<file path="config.mk">
export PLATFORM = sky130hd
export DESIGN_NAME = alu_pipe_flat
export DESIGN_NICKNAME = d
export VERILOG_FILES = /design/src/rtl/alu_pipe_if.sv /design/src/rtl/alu_pipe.sv /design/src/flat_wrapper.sv
export SDC_FILE = /design/constraint.sdc
export NUM_CORES = 1
export LEC_CHECK = 0
export CAP_MARGIN = 10
export CORE_MARGIN = 3
export CORE_UTILIZATION = 36
export CTS_CLUSTER_SIZE = 10
export DETAILED_ROUTE_END_ITERATION = 12
export PLACE_DENSITY_LB_ADDON = 0.12
export SETUP_SLACK_MARGIN = 0.2
export SLEW_MARGIN = 20
export SYNTH_ARGS = -nofsm -noshare
export SYNTH_HDL_FRONTEND = slang
export SYNTH_SLANG_ARGS = --single-unit
</file>
<file path="constraint.sdc">
create_clock -name clk -period 3.83 [get_ports clk]
set_clock_uncertainty 0.2 [all_clocks]
set_input_delay 0.9575 -clock clk [delete_from_list [all_inputs] [get_ports clk]]
set_output_delay 0.9575 -clock clk [all_outputs]
set_load 0.005 [all_outputs]
</file>
<file path="src/rtl/alu_pipe_if.sv">
// alu_pipe_if: handshake and data bundle for alu_pipe.
//   Upstream side : in_valid/in_ready, operands x/y, ALU controls zx/nx/zy/ny/f/no,
//                   use_acc (x <- accumulator), acc_clr (accumulator treated as reset value).
//   Downstream side: out_valid/out_ready, result o, flags zr/ng/cy/ov.
//   acc           : current accumulator value, driven by the ALU.
// Modport slave is the ALU side; master is the producer/consumer side.
interface alu_pipe_if #(
    parameter int unsigned WIDTH = 8
);
    logic             in_valid;
    logic             in_ready;
    logic [WIDTH-1:0] x;
    logic [WIDTH-1:0] y;
    logic             zx;
    logic             nx;
    logic             zy;
    logic             ny;
    logic             f;
    logic             no;
    logic             use_acc;
    logic             acc_clr;
    logic             out_valid;
    logic             out_ready;
    logic [WIDTH-1:0] o;
    logic             zr;
    logic             ng;
    logic             cy;
    logic             ov;
    logic [WIDTH-1:0] acc;

    modport master (
        output in_valid, x, y, zx, nx, zy, ny, f, no, use_acc, acc_clr, out_ready,
        input  in_ready, out_valid, o, zr, ng, cy, ov, acc
    );

    modport slave (
        input  in_valid, x, y, zx, nx, zy, ny, f, no, use_acc, acc_clr, out_ready,
        output in_ready, out_valid, o, zr, ng, cy, ov, acc
    );
endinterface

</file>
<file path="src/rtl/alu_pipe.sv">
// alu_pipe: two-stage pipelined zx/nx/zy/ny/f/no ALU with valid/ready handshake on both
// sides, a chaining accumulator and carry/overflow flags.
//   clk   : rising-edge clock
//   rst_n : asynchronous active-low reset (discards in-flight ops, acc <- ACC_RST)
//   bus   : alu_pipe_if.slave -- input op handshake, result handshake, flags, acc
// S1 only captures the op; S2 computes and registers the result and flags.
module alu_pipe #(
    parameter int unsigned     WIDTH   = 8,
    parameter logic [WIDTH-1:0] ACC_RST = '0
) (
    input  logic       clk,
    input  logic       rst_n,
    alu_pipe_if.slave  bus
);

    localparam int unsigned MSB = WIDTH - 1;

    // Stage 1 registers
    logic             s1_valid_q, s1_valid_d;
    logic [WIDTH-1:0] s1_x_q, s1_x_d;
    logic [WIDTH-1:0] s1_y_q, s1_y_d;
    logic [5:0]       s1_ctrl_q, s1_ctrl_d;  // {zx, nx, zy, ny, f, no}
    logic             s1_use_acc_q, s1_use_acc_d;
    logic             s1_acc_clr_q, s1_acc_clr_d;

    // Stage 2 registers
    logic             out_valid_q, out_valid_d;
    logic [WIDTH-1:0] o_q, o_d;
    logic             zr_q, zr_d;
    logic             ng_q, ng_d;
    logic             cy_q, cy_d;
    logic             ov_q, ov_d;
    logic [WIDTH-1:0] acc_q, acc_d;

    // Handshake
    logic s2_en;
    logic in_ready;
    logic accept;
    logic s2_load;

    assign s2_en    = !out_valid_q || bus.out_ready;
    assign in_ready = !s1_valid_q || s2_en;
    assign accept   = bus.in_valid && in_ready;
    assign s2_load  = s2_en && s1_valid_q;

    // Decoded S1 controls
    logic c_zx, c_nx, c_zy, c_ny, c_f, c_no;
    assign {c_zx, c_nx, c_zy, c_ny, c_f, c_no} = s1_ctrl_q;

    // S2 datapath
    logic [WIDTH-1:0] xs, x1, x2, y1, y2, z, o_new;
    logic [WIDTH:0]   sum;
    logic             cy_new, ov_new;

    always_comb begin
        // acc_clr makes the op see ACC_RST as the accumulator, so a chain can restart
        // without a separate clear cycle.
        xs     = s1_use_acc_q ? (s1_acc_clr_q ? ACC_RST : acc_q) : s1_x_q;
        x1     = c_zx ? '0 : xs;
        x2     = c_nx ? ~x1 : x1;
        y1     = c_zy ? '0 : s1_y_q;
        y2     = c_ny ? ~y1 : y1;
        sum    = {1'b0, x2} + {1'b0, y2};
        z      = c_f ? sum[MSB:0] : (x2 & y2);
        o_new  = c_no ? ~z : z;
        // Flags come from the pre-inversion result so 'no' leaves cy/ov untouched.
        cy_new = c_f & sum[WIDTH];
        ov_new = c_f & (x2[MSB] == y2[MSB]) & (z[MSB] != x2[MSB]);
    end

    // Next-state logic
    always_comb begin
        s1_valid_d   = s1_valid_q;
        s1_x_d       = s1_x_q;
        s1_y_d       = s1_y_q;
        s1_ctrl_d    = s1_ctrl_q;
        s1_use_acc_d = s1_use_acc_q;
        s1_acc_clr_d = s1_acc_clr_q;
        out_valid_d  = out_valid_q;
        o_d          = o_q;
        zr_d         = zr_q;
        ng_d         = ng_q;
        cy_d         = cy_q;
        ov_d         = ov_q;
        acc_d        = acc_q;

        if (accept) begin
            s1_valid_d   = 1'b1;
            s1_x_d       = bus.x;
            s1_y_d       = bus.y;
            s1_ctrl_d    = {bus.zx, bus.nx, bus.zy, bus.ny, bus.f, bus.no};
            s1_use_acc_d = bus.use_acc;
            s1_acc_clr_d = bus.acc_clr;
        end else if (s2_en) begin
            s1_valid_d = 1'b0;
        end

        if (s2_en) begin
            out_valid_d = s1_valid_q;
        end

        if (s2_load) begin
            o_d   = o_new;
            zr_d  = ~|o_new;
            ng_d  = o_new[MSB];
            cy_d  = cy_new;
            ov_d  = ov_new;
            // Accumulator tracks every completed op, giving hazard-free chaining.
            acc_d = o_new;
        end
    end

    always_ff @(posedge clk or negedge rst_n) begin
        if (!rst_n) begin
            s1_valid_q   <= 1'b0;
            s1_x_q       <= '0;
            s1_y_q       <= '0;
            s1_ctrl_q    <= '0;
            s1_use_acc_q <= 1'b0;
            s1_acc_clr_q <= 1'b0;
            out_valid_q  <= 1'b0;
            o_q          <= '0;
            zr_q         <= 1'b0;
            ng_q         <= 1'b0;
            cy_q         <= 1'b0;
            ov_q         <= 1'b0;
            acc_q        <= ACC_RST;
        end else begin
            s1_valid_q   <= s1_valid_d;
            s1_x_q       <= s1_x_d;
            s1_y_q       <= s1_y_d;
            s1_ctrl_q    <= s1_ctrl_d;
            s1_use_acc_q <= s1_use_acc_d;
            s1_acc_clr_q <= s1_acc_clr_d;
            out_valid_q  <= out_valid_d;
            o_q          <= o_d;
            zr_q         <= zr_d;
            ng_q         <= ng_d;
            cy_q         <= cy_d;
            ov_q         <= ov_d;
            acc_q        <= acc_d;
        end
    end

    assign bus.in_ready  = in_ready;
    assign bus.out_valid = out_valid_q;
    assign bus.o         = o_q;
    assign bus.zr        = zr_q;
    assign bus.ng        = ng_q;
    assign bus.cy        = cy_q;
    assign bus.ov        = ov_q;
    assign bus.acc       = acc_q;

endmodule
</file>
<file path="src/flat_wrapper.sv">
// flat-port wrapper written by rule: the top's interface ports become plain ports
module alu_pipe_flat 
#(
    parameter int unsigned     WIDTH   = 8,
    parameter logic [WIDTH-1:0] ACC_RST = '0
)
  (clk, rst_n, bus_in_valid, bus_x, bus_y, bus_zx, bus_nx, bus_zy, bus_ny, bus_f, bus_no, bus_use_acc, bus_acc_clr, bus_out_ready, bus_in_ready, bus_out_valid, bus_o, bus_zr, bus_ng, bus_cy, bus_ov, bus_acc);
  alu_pipe_if #(.WIDTH(WIDTH)) bus_i ();
  input  logic clk;
  input  logic rst_n;
  input wire logic [$bits(bus_i.in_valid)-1:0] bus_in_valid;
  input wire logic [$bits(bus_i.x)-1:0] bus_x;
  input wire logic [$bits(bus_i.y)-1:0] bus_y;
  input wire logic [$bits(bus_i.zx)-1:0] bus_zx;
  input wire logic [$bits(bus_i.nx)-1:0] bus_nx;
  input wire logic [$bits(bus_i.zy)-1:0] bus_zy;
  input wire logic [$bits(bus_i.ny)-1:0] bus_ny;
  input wire logic [$bits(bus_i.f)-1:0] bus_f;
  input wire logic [$bits(bus_i.no)-1:0] bus_no;
  input wire logic [$bits(bus_i.use_acc)-1:0] bus_use_acc;
  input wire logic [$bits(bus_i.acc_clr)-1:0] bus_acc_clr;
  input wire logic [$bits(bus_i.out_ready)-1:0] bus_out_ready;
  output wire logic [$bits(bus_i.in_ready)-1:0] bus_in_ready;
  output wire logic [$bits(bus_i.out_valid)-1:0] bus_out_valid;
  output wire logic [$bits(bus_i.o)-1:0] bus_o;
  output wire logic [$bits(bus_i.zr)-1:0] bus_zr;
  output wire logic [$bits(bus_i.ng)-1:0] bus_ng;
  output wire logic [$bits(bus_i.cy)-1:0] bus_cy;
  output wire logic [$bits(bus_i.ov)-1:0] bus_ov;
  output wire logic [$bits(bus_i.acc)-1:0] bus_acc;
  assign bus_i.in_valid = bus_in_valid;
  assign bus_i.x = bus_x;
  assign bus_i.y = bus_y;
  assign bus_i.zx = bus_zx;
  assign bus_i.nx = bus_nx;
  assign bus_i.zy = bus_zy;
  assign bus_i.ny = bus_ny;
  assign bus_i.f = bus_f;
  assign bus_i.no = bus_no;
  assign bus_i.use_acc = bus_use_acc;
  assign bus_i.acc_clr = bus_acc_clr;
  assign bus_i.out_ready = bus_out_ready;
  assign bus_in_ready = bus_i.in_ready;
  assign bus_out_valid = bus_i.out_valid;
  assign bus_o = bus_i.o;
  assign bus_zr = bus_i.zr;
  assign bus_ng = bus_i.ng;
  assign bus_cy = bus_i.cy;
  assign bus_ov = bus_i.ov;
  assign bus_acc = bus_i.acc;
  alu_pipe #(.WIDTH(WIDTH), .ACC_RST(ACC_RST)) u_core (.clk(clk), .rst_n(rst_n), .bus(bus_i));
endmodule
</file>
== Word level (Yosys, flattened, before mapping) ==
Cells that the tools add are included.
Storage, ports and cells
  flip-flop bits (word level): 38
  latch bits: 0
  bits in writable memories: 0
  memory bits (read-only): 0
  bits of input ports: 28
  output and inout bits: 22
  word-level logic and storage cells: 41
  memories: 0
Operators by class
  add/sub/neg operators: 1
  $mul: 0
  divide/modulo/power cells: 0
  order comparisons: 0
  equality and inequality tests: 2
  shift-type cells: 0
  mux-type cells: 10
  bitwise operators: 7
  reductions and logical operators: 9
Operator list (count)
  8-bit 2-to-1 mux: 8
  8-bit inverter: 3
  8-bit by 8-bit adder with 9-bit output: 1
  8-bit bitwise AND: 1
  8-bit OR reduction: 1
  1-bit bitwise AND: 3
  1-bit logical NOT: 3
  1-bit logical AND: 2
  1-bit logical OR: 2
  1-bit 2-to-1 mux: 2
  2-bit nonzero test: 1
  1-bit equality test: 1
  1-bit inequality test: 1

== Logic depth before layout (Yosys ltp) ==
Gate-level depths: netlist of run 1.
  depth in word-level cells: 11
  depth in mapped cells: 13
  mapped depth without buffers: 12

== Worst setup path before layout of run 1 ==
No wires, ideal clock.
  path type: register to register
  start point: reg u_core.s1_use_acc_q
  end point: reg u_core.zr_q (netlist: u_core.bus.zr)
  setup time: 0.104 ns
  arrival time: 2.677 ns
  required time: 3.526 ns
  setup slack: 0.850 ns
  stages on the path, launching flop included: 13
  buffers on the path: 1
  period minus slack after synthesis: 2.980 ns
  cells stage by stage: dfrtp_1 > clkbuf_1 > nor2b_1 > a21oi_1 > nor2_1 > xor2_1 > ha_1 > fa_1 > a21o_1 > o311a_1 > nor3_1 > mux2i_1 > o41ai_2
On the way
  word-level cells in the longest chain between the ends: 10
  elaborated cells between the ends (all ways): 11
  classes of those cells: add/sub: 1; mux: 5; bitwise: 3; reduce/logical: 2
RTL lines
  start, declared: line alu_pipe.sv:23  | logic s1_use_acc_q, s1_use_acc_d;
  start signal, assigned: line alu_pipe.sv:133  | s1_use_acc_q <= s1_use_acc_d;
  8-bit 2-to-1 mux *: line alu_pipe.sv:58  | xs = s1_use_acc_q ? (s1_acc_clr_q ? ACC_RST : acc_q) : s1_x_q;
  8-bit 2-to-1 mux *: line alu_pipe.sv:59  | x1 = c_zx ? '0 : xs;
  8-bit inverter: line alu_pipe.sv:60  | x2 = c_nx ? ~x1 : x1;
  8-bit 2-to-1 mux *: line alu_pipe.sv:60
  8-bit by 8-bit adder with 9-bit output or 8-bit bitwise AND (tied branches): line alu_pipe.sv:63, alu_pipe.sv:64
  8-bit 2-to-1 mux *: line alu_pipe.sv:64  | z = c_f ? sum[MSB:0] : (x2 & y2);
  8-bit inverter: line alu_pipe.sv:65  | o_new = c_no ? ~z : z;
  8-bit 2-to-1 mux *: line alu_pipe.sv:65
  8-bit OR reduction *: line alu_pipe.sv:104  | zr_d = ~|o_new;
  1-bit logical NOT *: line alu_pipe.sv:104
  end signal, assigned: line alu_pipe.sv:137  | zr_q <= zr_d;
  end, declared: line alu_pipe.sv:29  | logic zr_q, zr_d;
Mark *: on every way between the ends. The rest lies on a longest branch, timed or not.
A chain may end at the register's enable or synchronous reset.

== Final worst setup path of run 1 ==
Ends and elaborated chain as after synthesis.

==> metrics.txt, run 1 <==
Final period util between 80% and 90%; Hold Path Stages 1; IO Pins 50; post_cts resized 0; Clock Path Buffers 2; Crit Path Category flop to flop; syn_nets approximately 280; routability cong. a little over 0.8; Leak between 1 and 1.5 nW; most instantiated library cell after synthesis dfrtp_1; die outline height 89.0 um; area of the mapped netlist between 2000 and 2500 sq um; Final HPWL DP ~4.1 mm; final worst slack 0.569 ns; Initial Util around two fifths; Hold Vio Cnt, Final 0; Num CTS Buffers 5; largest net degree at the start of global routing 38; CORE AREA between 6000 and 7000 sq um; die footprint about 7900 sq um; ANT cells 0; average wire per standard cell roughly 15 um; slew margin rel. a little under half; yosys warns 0; Cells after Synth ~250; Gate power share about 51%; final slew viol count 0; H-Tree Depth 2; critical path launch point type flop; internal power between 1 and 1.5 mW; Seq/Total Area, Yosys around 37%; CTS Sinks 37; DRC violations left 0; syn avg cell area about 10 sq um; Worst Setup End Kind flop; EDFF count, synth 0; via/cell ratio ~5; PortBufs 49; max-cap violations 0; Net Sw Frac between 30% and 40%; # Post-CTS Setup Buffers 0; first-pass GRT wire length 8.94 mm; CP max FO 11; worst slew pin tran about 0.81 ns; post-synth cell types between 40 and 50; Worst Reg-to-Reg Cells 11; DRT Pass-1 Iters 4; post-synth top area share 37.4%; Tmin final 3.26 ns; total track usage 14.6%; Post-synth top flop dfrtp_1; CTS Hold Buffers Added 0; synth top area cells dfrtp_1 37%, mux2_2 12%, xnor2_1 4.6%, xor2_1 4.2%, ha_1 4.0%; register bit total from synthesis 37; fmax just over 300 MHz; Vias 1,800; vias in the first global route 1,815; clk slew on worst S/H paths 0.07 ns; share of layout cells above drive strength 1 15.3%; clock share of power ~18%; CP arrival approximately 3.2 ns; Util after Layout between 40% and 50%; Syn-to-layout area delta 22.8%; final setup fails 0; Seq pwr share between 30 and 40%; CTS tree built; Final #Nets around 320; outcome complete, no violations; CP required about 3.8 ns; RSZ-0062 raised after global routing no; Power Density around 650 nW/um^2; area leader, netlist dfrtp_1; GRT Residual Overflow 0; Starting DRT DRC Count approximately 80; Post-synth top cells 37 x dfrtp_1, 26 x mux2_2, 20 x nand2_1; setup slack at placement about 0.56 ns; Chip Width around 89 um; Rows 29; setup TNS 0 ns; final WL 5.30 mm; Psw about 730 uW; worst skew pair latency 0.29 ns; fraction of registers with async set/reset 100%; antenna violations before repair 0; HP Class flop to flop; Antenna Nets Post-Route 0; maximum vdd drop between 0.15 and 0.2 mV; CTS root buf clkbuf_8
-- through the flow --
stage | instance area (sq um) | instances | hold slack (ns) | power, mW
3_5_place_dp | 2930 | 350 | 0.268 | 1.63
5_1_grt | 3040 | 358 | 0.293 | 2.13
6_report | 3040 | 358 | 0.279 | 1.96
4_1_cts | 3040 | 358 | 0.286 | 1.99
2_1_floorplan | 2480 | 246 | 0.257 | 1.31
3_3_place_gp | 2930 | 350 | 0.262 | 1.62
-- final cells by class --
cell class | instances | area (sq um)
multi-input combinational | 184 | 1400
inverter | 2 | 7.51
sequential | 37 | 926
clock buffer | 7 | 86.3
clock inverter | 1 | 30.0
timing repair buffer | 50 | 493
fill | 641 | 3450
tap | 77 | 96.3
-- worst paths after layout --
| path | to | slack, ns | startpoint |
|---|---|---|---|
| hold / removal | u_core.bus.cy$_DFFE_PN0P_ | 0.28 | u_core.bus.cy$_DFFE_PN0P_ |
| min in group asynchronous | u_core.bus.out_valid$_DFFE_PN0P_ | 0.57 | rst_n |
| setup reg to reg | u_core.bus.zr$_DFFE_PN0P_ | 0.57 | u_core.s1_use_acc_q$_DFFE_PN0P_ |
| hold reg to reg | u_core.bus.cy$_DFFE_PN0P_ | 0.28 | u_core.bus.cy$_DFFE_PN0P_ |
| setup / recovery | u_core.bus.zr$_DFFE_PN0P_ | 0.57 | u_core.s1_use_acc_q$_DFFE_PN0P_ |
| max in group asynchronous | u_core.s1_ctrl_q[4]$_DFFE_PN0P_ | 2.36 | rst_n |
-- metal layers --
| metal | part of all wire [%] | GRT usage [%] | wire, um | up-vias |
|---|---|---|---|---|
| li1 | - | - | - | 915 |
| met1 | 50 | 20.2 | 2640 | 846 |
| met2 | 46 | 23.5 | 2460 | 34 |
| met3 | 3.0 | 3.04 | 160 | 5 |
| met4 | 0.66 | 3.25 | 35 | 0 |
| met5 | 0 | 0 | 0 | - |
-- power by group through the flow --
stage,registers [mW],logic [mW],clock network (mW)
final,0.606,1.01,0.349
after global routing,0.627,1.12,0.379
after CTS,0.609,1.02,0.363
after detailed placement,0.616,1.01,0
after global placement,0.614,1.00,0
after floorplan,0.549,0.764,0
-- state kept, by name (all words and copies together), names as in the netlist --
name / flops
u_core.s1_valid_q: 1
u_core.bus.cy: 1
u_core.s1_use_acc_q: 1
u_core.s1_x_q: 8
u_core.bus.zr: 1
u_core.s1_acc_clr_q: 1
u_core.bus.o: 7
u_core.s1_y_q: 8
u_core.bus.out_valid: 1
u_core.bus.ov: 1
u_core.s1_ctrl_q: 6
u_core.bus.ng: 1
-- placed cells by master, fill, tap and decap left out, types with 2 or more instances in the layout --
| cell | instances |
|---|---|
| nand2_1 | 20 |
| o21ai_1 | 2 |
| a21oi_1 | 12 |
| mux2_2 | 26 |
| nor3_1 | 2 |
| nor3b_1 | 3 |
| nand3b_1 | 3 |
| nor4b_1 | 3 |
| a211oi_1 | 2 |
| o21ai_0 | 7 |
| nor2_1 | 13 |
| ha_1 | 8 |
| nand2b_1 | 14 |
| a21o_1 | 3 |
| clkdlybuf4s50_1 | 48 |
| mux2i_1 | 3 |
| a21oi_2 | 2 |
| xor2_1 | 12 |
| dfrtp_1 | 37 |
| nand3_1 | 3 |
| clkbuf_8 | 6 |
| nor2b_1 | 9 |
| xnor2_1 | 13 |
| and3_1 | 2 |
| nand4_1 | 3 |
-- worst max-delay path, cell delays in order, from the launching register on --
cell,delay (ns)
dfrtp_1,0.48
and2b_1,0.27
a21oi_1,0.16
nor2_1,0.06
xor2_1,0.15
ha_1,0.24
fa_1,0.41
a21o_1,0.20
o311a_1,0.37
nor3_1,0.19
mux2i_1,0.11
o41ai_2,0.31
-- kinds of logic (layout without fill, tap and decap cells) --
group                    after synthesis  count (layout)  synth area share, %
adder cells (fa/ha/maj)                9               9                 4.85
AND/OR/NAND/NOR                       82              82                 18.1
AO/OA/AOI/OAI                         39              39                 11.8
multiplexers                          29              29                 13.0
XOR/XNOR                              25              25                 8.83
flip-flops                            37              37                 37.4
buffers and inverters                 25              60                 6.01
(Power assumes the default switching activity.)
==> inputs of run 2 (changes only) <==
Settings changed: CORE_UTILIZATION 36 to 52.
==> run 2 against run 1 <==
Largest power group unchanged. Critical endpoint unchanged. Design area is 1.2% lower. Fmax shrank 1.3%. Critical path depth is the same. Combinational power is essentially flat. Worst hold slack better by 0.0027 ns. Count of clock-buffer cells in the layout shrank 1. Die area down 29%. Highest routed layer unchanged. Routed wire length down 8.3%. First-iteration DRC count is 41% higher. Total power shrank 0.89%. Final cell count decreased by 7.0%. Register-to-register slack got worse by 0.04 ns.
==> metrics.txt, run 2 (same netlist as run 1, synthesis figures left out) <==
Initial Util 55.4% (+17 points); clk slew on worst S/H paths 0.08 ns (about the same); IO Pins 50 (unchanged); r2r setup slk 0.53 ns (-0.04 ns); CTS root buf clkbuf_8; antenna violations before repair 0 (unchanged); largest net degree at the start of global routing 38 (unchanged); final WL 4.86 mm (-8.3%); H-Tree Depth 2 (unchanged); reg2reg start u_core.s1_use_acc_q$_DFFE_PN0P_; routability cong. 0.815 (+0.32%); Power Density 647 nW/um^2 (+0.31%); CTS tree built; Hold Vio Cnt, Final 0 (unchanged); setup TNS 0 ns (unchanged); outcome complete, no violations; Vias 1,827 (+1.5%); final setup fails 0 (unchanged); via/cell ratio 5.49 (+9.1%); Leak 1.24 nW (-0.25%); CTS Hold Buffers Added 0 (unchanged); Worst Setup End Kind flop; DRT Pass-1 Iters 4 (unchanged); max-cap violations 0 (unchanged); CP max-delay cell dfrtp_1; Crit Path Category flop to flop; GRT Residual Overflow 0 (unchanged); die outline height 75.0 um (-16%); crit path from u_core.s1_use_acc_q$_DFFE_PN0P_; CORE AREA 4470 sq um (-31%); fmax 303 MHz (-1.3%); Final period util 86.3% (+1.1 points); Syn-to-layout area delta 21.3%; Starting DRT DRC Count 116 (+41%); share of layout cells above drive strength 1 15.3% (unchanged); Non-Filler Instances 333 (-7.0%); power consumption 1.95 mW (-0.89%); Final #Nets 317 (unchanged); CTS Sinks 37 (unchanged); PortBufs 49 (unchanged); die footprint 5630 sq um (-29%); final worst slack 0.527 ns (-0.0428 ns); slowest stage delay, CP 0.48 ns (about the same); Chip Width 75.0 um (-16%); area of the multi-input gates 1400 sq um (unchanged); Num CTS Buffers 5 (unchanged); ANT cells 0 (unchanged); # Post-CTS Setup Buffers 0 (unchanged); slew margin rel. 47.5% (+1.5 points); Storage cell area 926 sq um (unchanged); vias in the first global route 1,686 (-7.1%); commonest non-fill, non-tap cell in the layout clkdlybuf4s50_1; maximum vdd drop 0.383 mV (+110%); CP required 3.82 ns (about the same); fill count 355 (-45%); Worst Reg-to-Reg Cells 11 (unchanged); final slew viol count 0 (unchanged); Tmin final 3.30 ns (+0.0428 ns); CP max FO 11 (unchanged); Antenna Nets Post-Route 0 (unchanged); RSZ-0062 raised after global routing no; R2R Path End u_core.bus.zr$_DFFE_PN0P_; CP arrival 3.29 ns (+0.05 ns); Rows 24 (-17%); crit path capture u_core.bus.zr$_DFFE_PN0P_; DRC violations left 0 (unchanged); commonest cells after routing, fill and taps aside 48 x clkdlybuf4s50_1, 37 x dfrtp_1, 26 x mux2_2, 20 x nand2_1, 14 x nand2b_1; Clock Path Buffers 2 (unchanged); worst slew pin tran 0.788 ns (-0.0231 ns); average wire per standard cell 14.6 um (-1.5%); HP Class flop to flop; first-pass GRT wire length 8.00 mm (-11%); post_cts resized 0 (unchanged); setup slack at placement 0.567 ns (+0.00718 ns); CP Cell Sequence and2b_1 -> a21oi_1 -> nor2_1 -> xor2_1 -> ha_1 -> fa_1 -> a21o_1 -> o311a_1 -> nor3_1 -> mux2i_1 -> o41ai_2; Final HPWL DP 3.67 mm (-10%); critical path launch point type flop; worst skew pair latency 0.29 ns (about the same); placed insts 325 (-7.1%); total track usage 18.8% (+4.3 points)
[run 2: changes by cell type in the layout (fill, tap and decap cells not counted)]
| cell | change |
|---|---|
| clkbuf_8 | -1 |
| clkinv_4 | +1 |
[run 2: power by group]
group	leakage, nW	internal, mW	switching (mW)
Clock	0.0554	0.196	0.146
Combinational	0.744	0.543	0.463
Sequential	0.440	0.480	0.119
Total	1.24	1.22	0.728
[run 2: worst min path at each step]
stage	startpoint	to	slack, ns	depth (start not counted)
floorplan	u_core.s1_valid_q$_DFFE_PN0P_	u_core.bus.out_valid$_DFFE_PN0P_	0.26	1
global placement	u_core.bus.cy$_DFFE_PN0P_	u_core.bus.cy$_DFFE_PN0P_	0.26	1
detailed placement	u_core.bus.cy$_DFFE_PN0P_	u_core.bus.cy$_DFFE_PN0P_	0.27	1
CTS	u_core.bus.cy$_DFFE_PN0P_	u_core.bus.cy$_DFFE_PN0P_	0.29	1
global route	u_core.bus.cy$_DFFE_PN0P_	u_core.bus.cy$_DFFE_PN0P_	0.30	1
finish	u_core.bus.cy$_DFFE_PN0P_	u_core.bus.cy$_DFFE_PN0P_	0.28	1
[run 2: per-layer routing]
metal,track usage (%),vias up,routed length (um)
li1,-,917,-
met1,26.0,846,2330
met2,28.8,52,2220
met3,4.67,12,205
met4,6.52,0,104
met5,0,-,0
[run 2: area by class of cell]
cell class | count | area share (%)
Clock buffer | 6 | 2.41
Sequential cell | 37 | 30.8
Tap cell | 52 | 2.16
Clock inverter | 2 | 1.29
Multi-Input combinational cell | 184 | 46.7
Timing Repair Buffer | 50 | 16.4
Inverter | 2 | 0.250
[run 2: worst max-delay path, delay by kind of cell (launching register included)]
kind,cells,cell delay [ns]
compound gates,4,1.08
xor+xnor,1,0.15
fa+ha+maj,2,0.66
flops,1,0.48
mux,1,0.10
simple gates,3,0.54
[run 2: per-stage QoR]
stage / hold WS [ns] / utilization, % / cell area, sq um
floorplan: 0.257 / - / 2480
detailed placement: 0.267 / 64.7 / 2900
global route: 0.297 / 67.2 / 3010
finish: 0.282 / 67.2 / 3010
CTS: 0.286 / 67.2 / 3010
global placement: 0.262 / 64.7 / 2900
==> inputs of run 3 (changes only) <==
Settings changed: MAX_ROUTING_LAYER from default to met4.
==> run 3 against run 2 <==
Via count increased by 0.49%. Worst setup slack got worse by 0.0050 ns. Sequential cell count unchanged. Routed wire length increased by 0.39%. Global-route usage increased by 0.58 points. Sequential power about the same. Fmax decreased by 0.15%. Critical endpoint unchanged. Largest cell class unchanged.
==> metrics.txt, run 3 (same netlist as run 1, synthesis figures left out) <==
outcome complete, no violations; Hold Vio Cnt, Final 0 (unchanged); GRT Residual Overflow 0 (unchanged); Final HPWL DP 3.67 mm (unchanged); maximum vdd drop 0.383 mV (about the same); post_cts resized 0 (unchanged); worst skew pair latency 0.29 ns (about the same); Clock Path Buffers 2 (unchanged); Num CTS Buffers 5 (unchanged); Initial Util 55.4% (unchanged); antenna violations before repair 0 (unchanged); RSZ-0062 raised after global routing no; CP arrival 3.30 ns (about the same); Final #Nets 317 (unchanged); HP Class flop to flop; H-Tree Depth 2 (unchanged); slew margin rel. 47.3% (-0.16 points); CTS tree built; IO Pins 50 (unchanged); Worst Reg-to-Reg Cells 11 (unchanged); first-pass GRT wire length 8.00 mm (about the same); Power Density 647 nW/um^2 (about the same); commonest non-fill, non-tap cell in the layout clkdlybuf4s50_1; commonest cells after routing, fill and taps aside 48 x clkdlybuf4s50_1, 37 x dfrtp_1, 26 x mux2_2, 20 x nand2_1, 14 x nand2b_1; vias in the first global route 1,681 (-0.30%); largest net degree at the start of global routing 38 (unchanged); Worst Setup End Kind flop; final slew viol count 0 (unchanged); via/cell ratio 5.51 (+0.49%); Tmin final 3.31 ns (+0.00502 ns); worst slew pin tran 0.790 ns (+0.00239 ns); max-cap violations 0 (unchanged); fill count 355 (unchanged); die outline height 75.0 um (unchanged); r2r setup slk 0.52 ns (about the same); Final period util 86.4% (+0.13 points); Vias 1,836 (+0.49%); CTS Hold Buffers Added 0 (unchanged); R2R Path End u_core.bus.zr$_DFFE_PN0P_; routability cong. 0.827 (+1.5%); WHS 0.282 ns (-0.00000500 ns); final WL 4.87 mm (+0.39%); clk slew on worst S/H paths 0.08 ns (about the same); Rows 24 (unchanged); ANT cells 0 (unchanged); Hold Path Stages 1 (unchanged); Hold EP u_core.bus.cy$_DFFE_PN0P_; CP required 3.82 ns (about the same); Starting DRT DRC Count 105 (-9.5%); DRC violations left 0 (unchanged); Syn-to-layout area delta 21.3% (unchanged); CORE AREA 4470 sq um (unchanged); reg2reg start u_core.s1_use_acc_q$_DFFE_PN0P_; DRT Pass-1 Iters 4 (unchanged); hold path start u_core.bus.cy$_DFFE_PN0P_; CTS root buf clkbuf_8; # Post-CTS Setup Buffers 0 (unchanged); die footprint 5630 sq um (unchanged); Antenna Nets Post-Route 0 (unchanged); share of layout cells above drive strength 1 15.3% (unchanged); PortBufs 49 (unchanged); Crit Path Category flop to flop; Chip Width 75.0 um (unchanged); final setup fails 0 (unchanged); CP max FO 11 (unchanged); total track usage 19.4% (+0.58 points); fmax 302 MHz (-0.15%); CTS Sinks 37 (unchanged); critical path launch point type flop; average wire per standard cell 14.6 um (+0.39%); Leak 1.24 nW (unchanged); setup TNS 0 ns (unchanged)
[run 3: metal layers]
layer	GRT usage, %	wire length, um	vias up
met2	28.8	2200	56
met4	6.52	104	0
li1	-	-	918
met1	26.0	2350	850
met3	4.67	217	12
met5	-	0	-
[run 3: worst max-delay path, cell delays in order, from the launching register on]
cell and delay, ns:
dfrtp_1 0.48, and2b_1 0.28, a21oi_1 0.17, nor2_1 0.06, xor2_1 0.15, ha_1 0.24, fa_1 0.42, a21o_1 0.21
o311a_1 0.38, nor3_1 0.20, mux2i_1 0.10, o41ai_2 0.32
[run 3: area by class of cell]
cell class	instances	area, sq um	area share (%)
clock inverters	2	38.8	1.29
multi-input cells	184	1400	46.7
flip-flops and latches	37	926	30.8
inverters	2	7.51	0.250
well taps	52	65.1	2.16
repair buffers	50	493	16.4
clock buffers	6	72.6	2.41
[run 3: where the power goes]
group / switching, mW / internal (mW)
clock: 0.146 / 0.196
combinational: 0.463 / 0.543
sequential: 0.119 / 0.480
total: 0.728 / 1.22
[run 3: worst max-delay path by stage]
stage,startpoint,to,slack (ns),depth (start not counted)
final,u_core.s1_use_acc_q$_DFFE_PN0P_,u_core.bus.zr$_DFFE_PN0P_,0.52,11
after global routing,u_core.s1_use_acc_q$_DFFE_PN0P_,u_core.bus.zr$_DFFE_PN0P_,0.26,11
after CTS,u_core.s1_use_acc_q$_DFFE_PN0P_,u_core.bus.zr$_DFFE_PN0P_,0.53,11
after detailed placement,u_core.s1_use_acc_q$_DFFE_PN0P_,u_core.bus.zr$_DFFE_PN0P_,0.57,11
after global placement,bus_out_ready,bus_in_ready,0.59,3
after floorplan,u_core.s1_use_acc_q$_DFFE_PN0P_,u_core.bus.zr$_DFFE_PN0P_,0.85,12
[run 3: stage by stage]
stage / instances / power [mW] / setup slack (ns) / instance area (sq um) / util, %
floorplan: 246 / 1.31 / 0.850 / 2480 / -
global placement: 325 / 1.59 / 0.593 / 2900 / 64.7
detailed placement: 325 / 1.61 / 0.567 / 2900 / 64.7
CTS: 333 / 1.96 / 0.528 / 3010 / 67.2
global route: 333 / 2.10 / 0.263 / 3010 / 67.2
finish: 333 / 1.95 / 0.522 / 3010 / 67.2
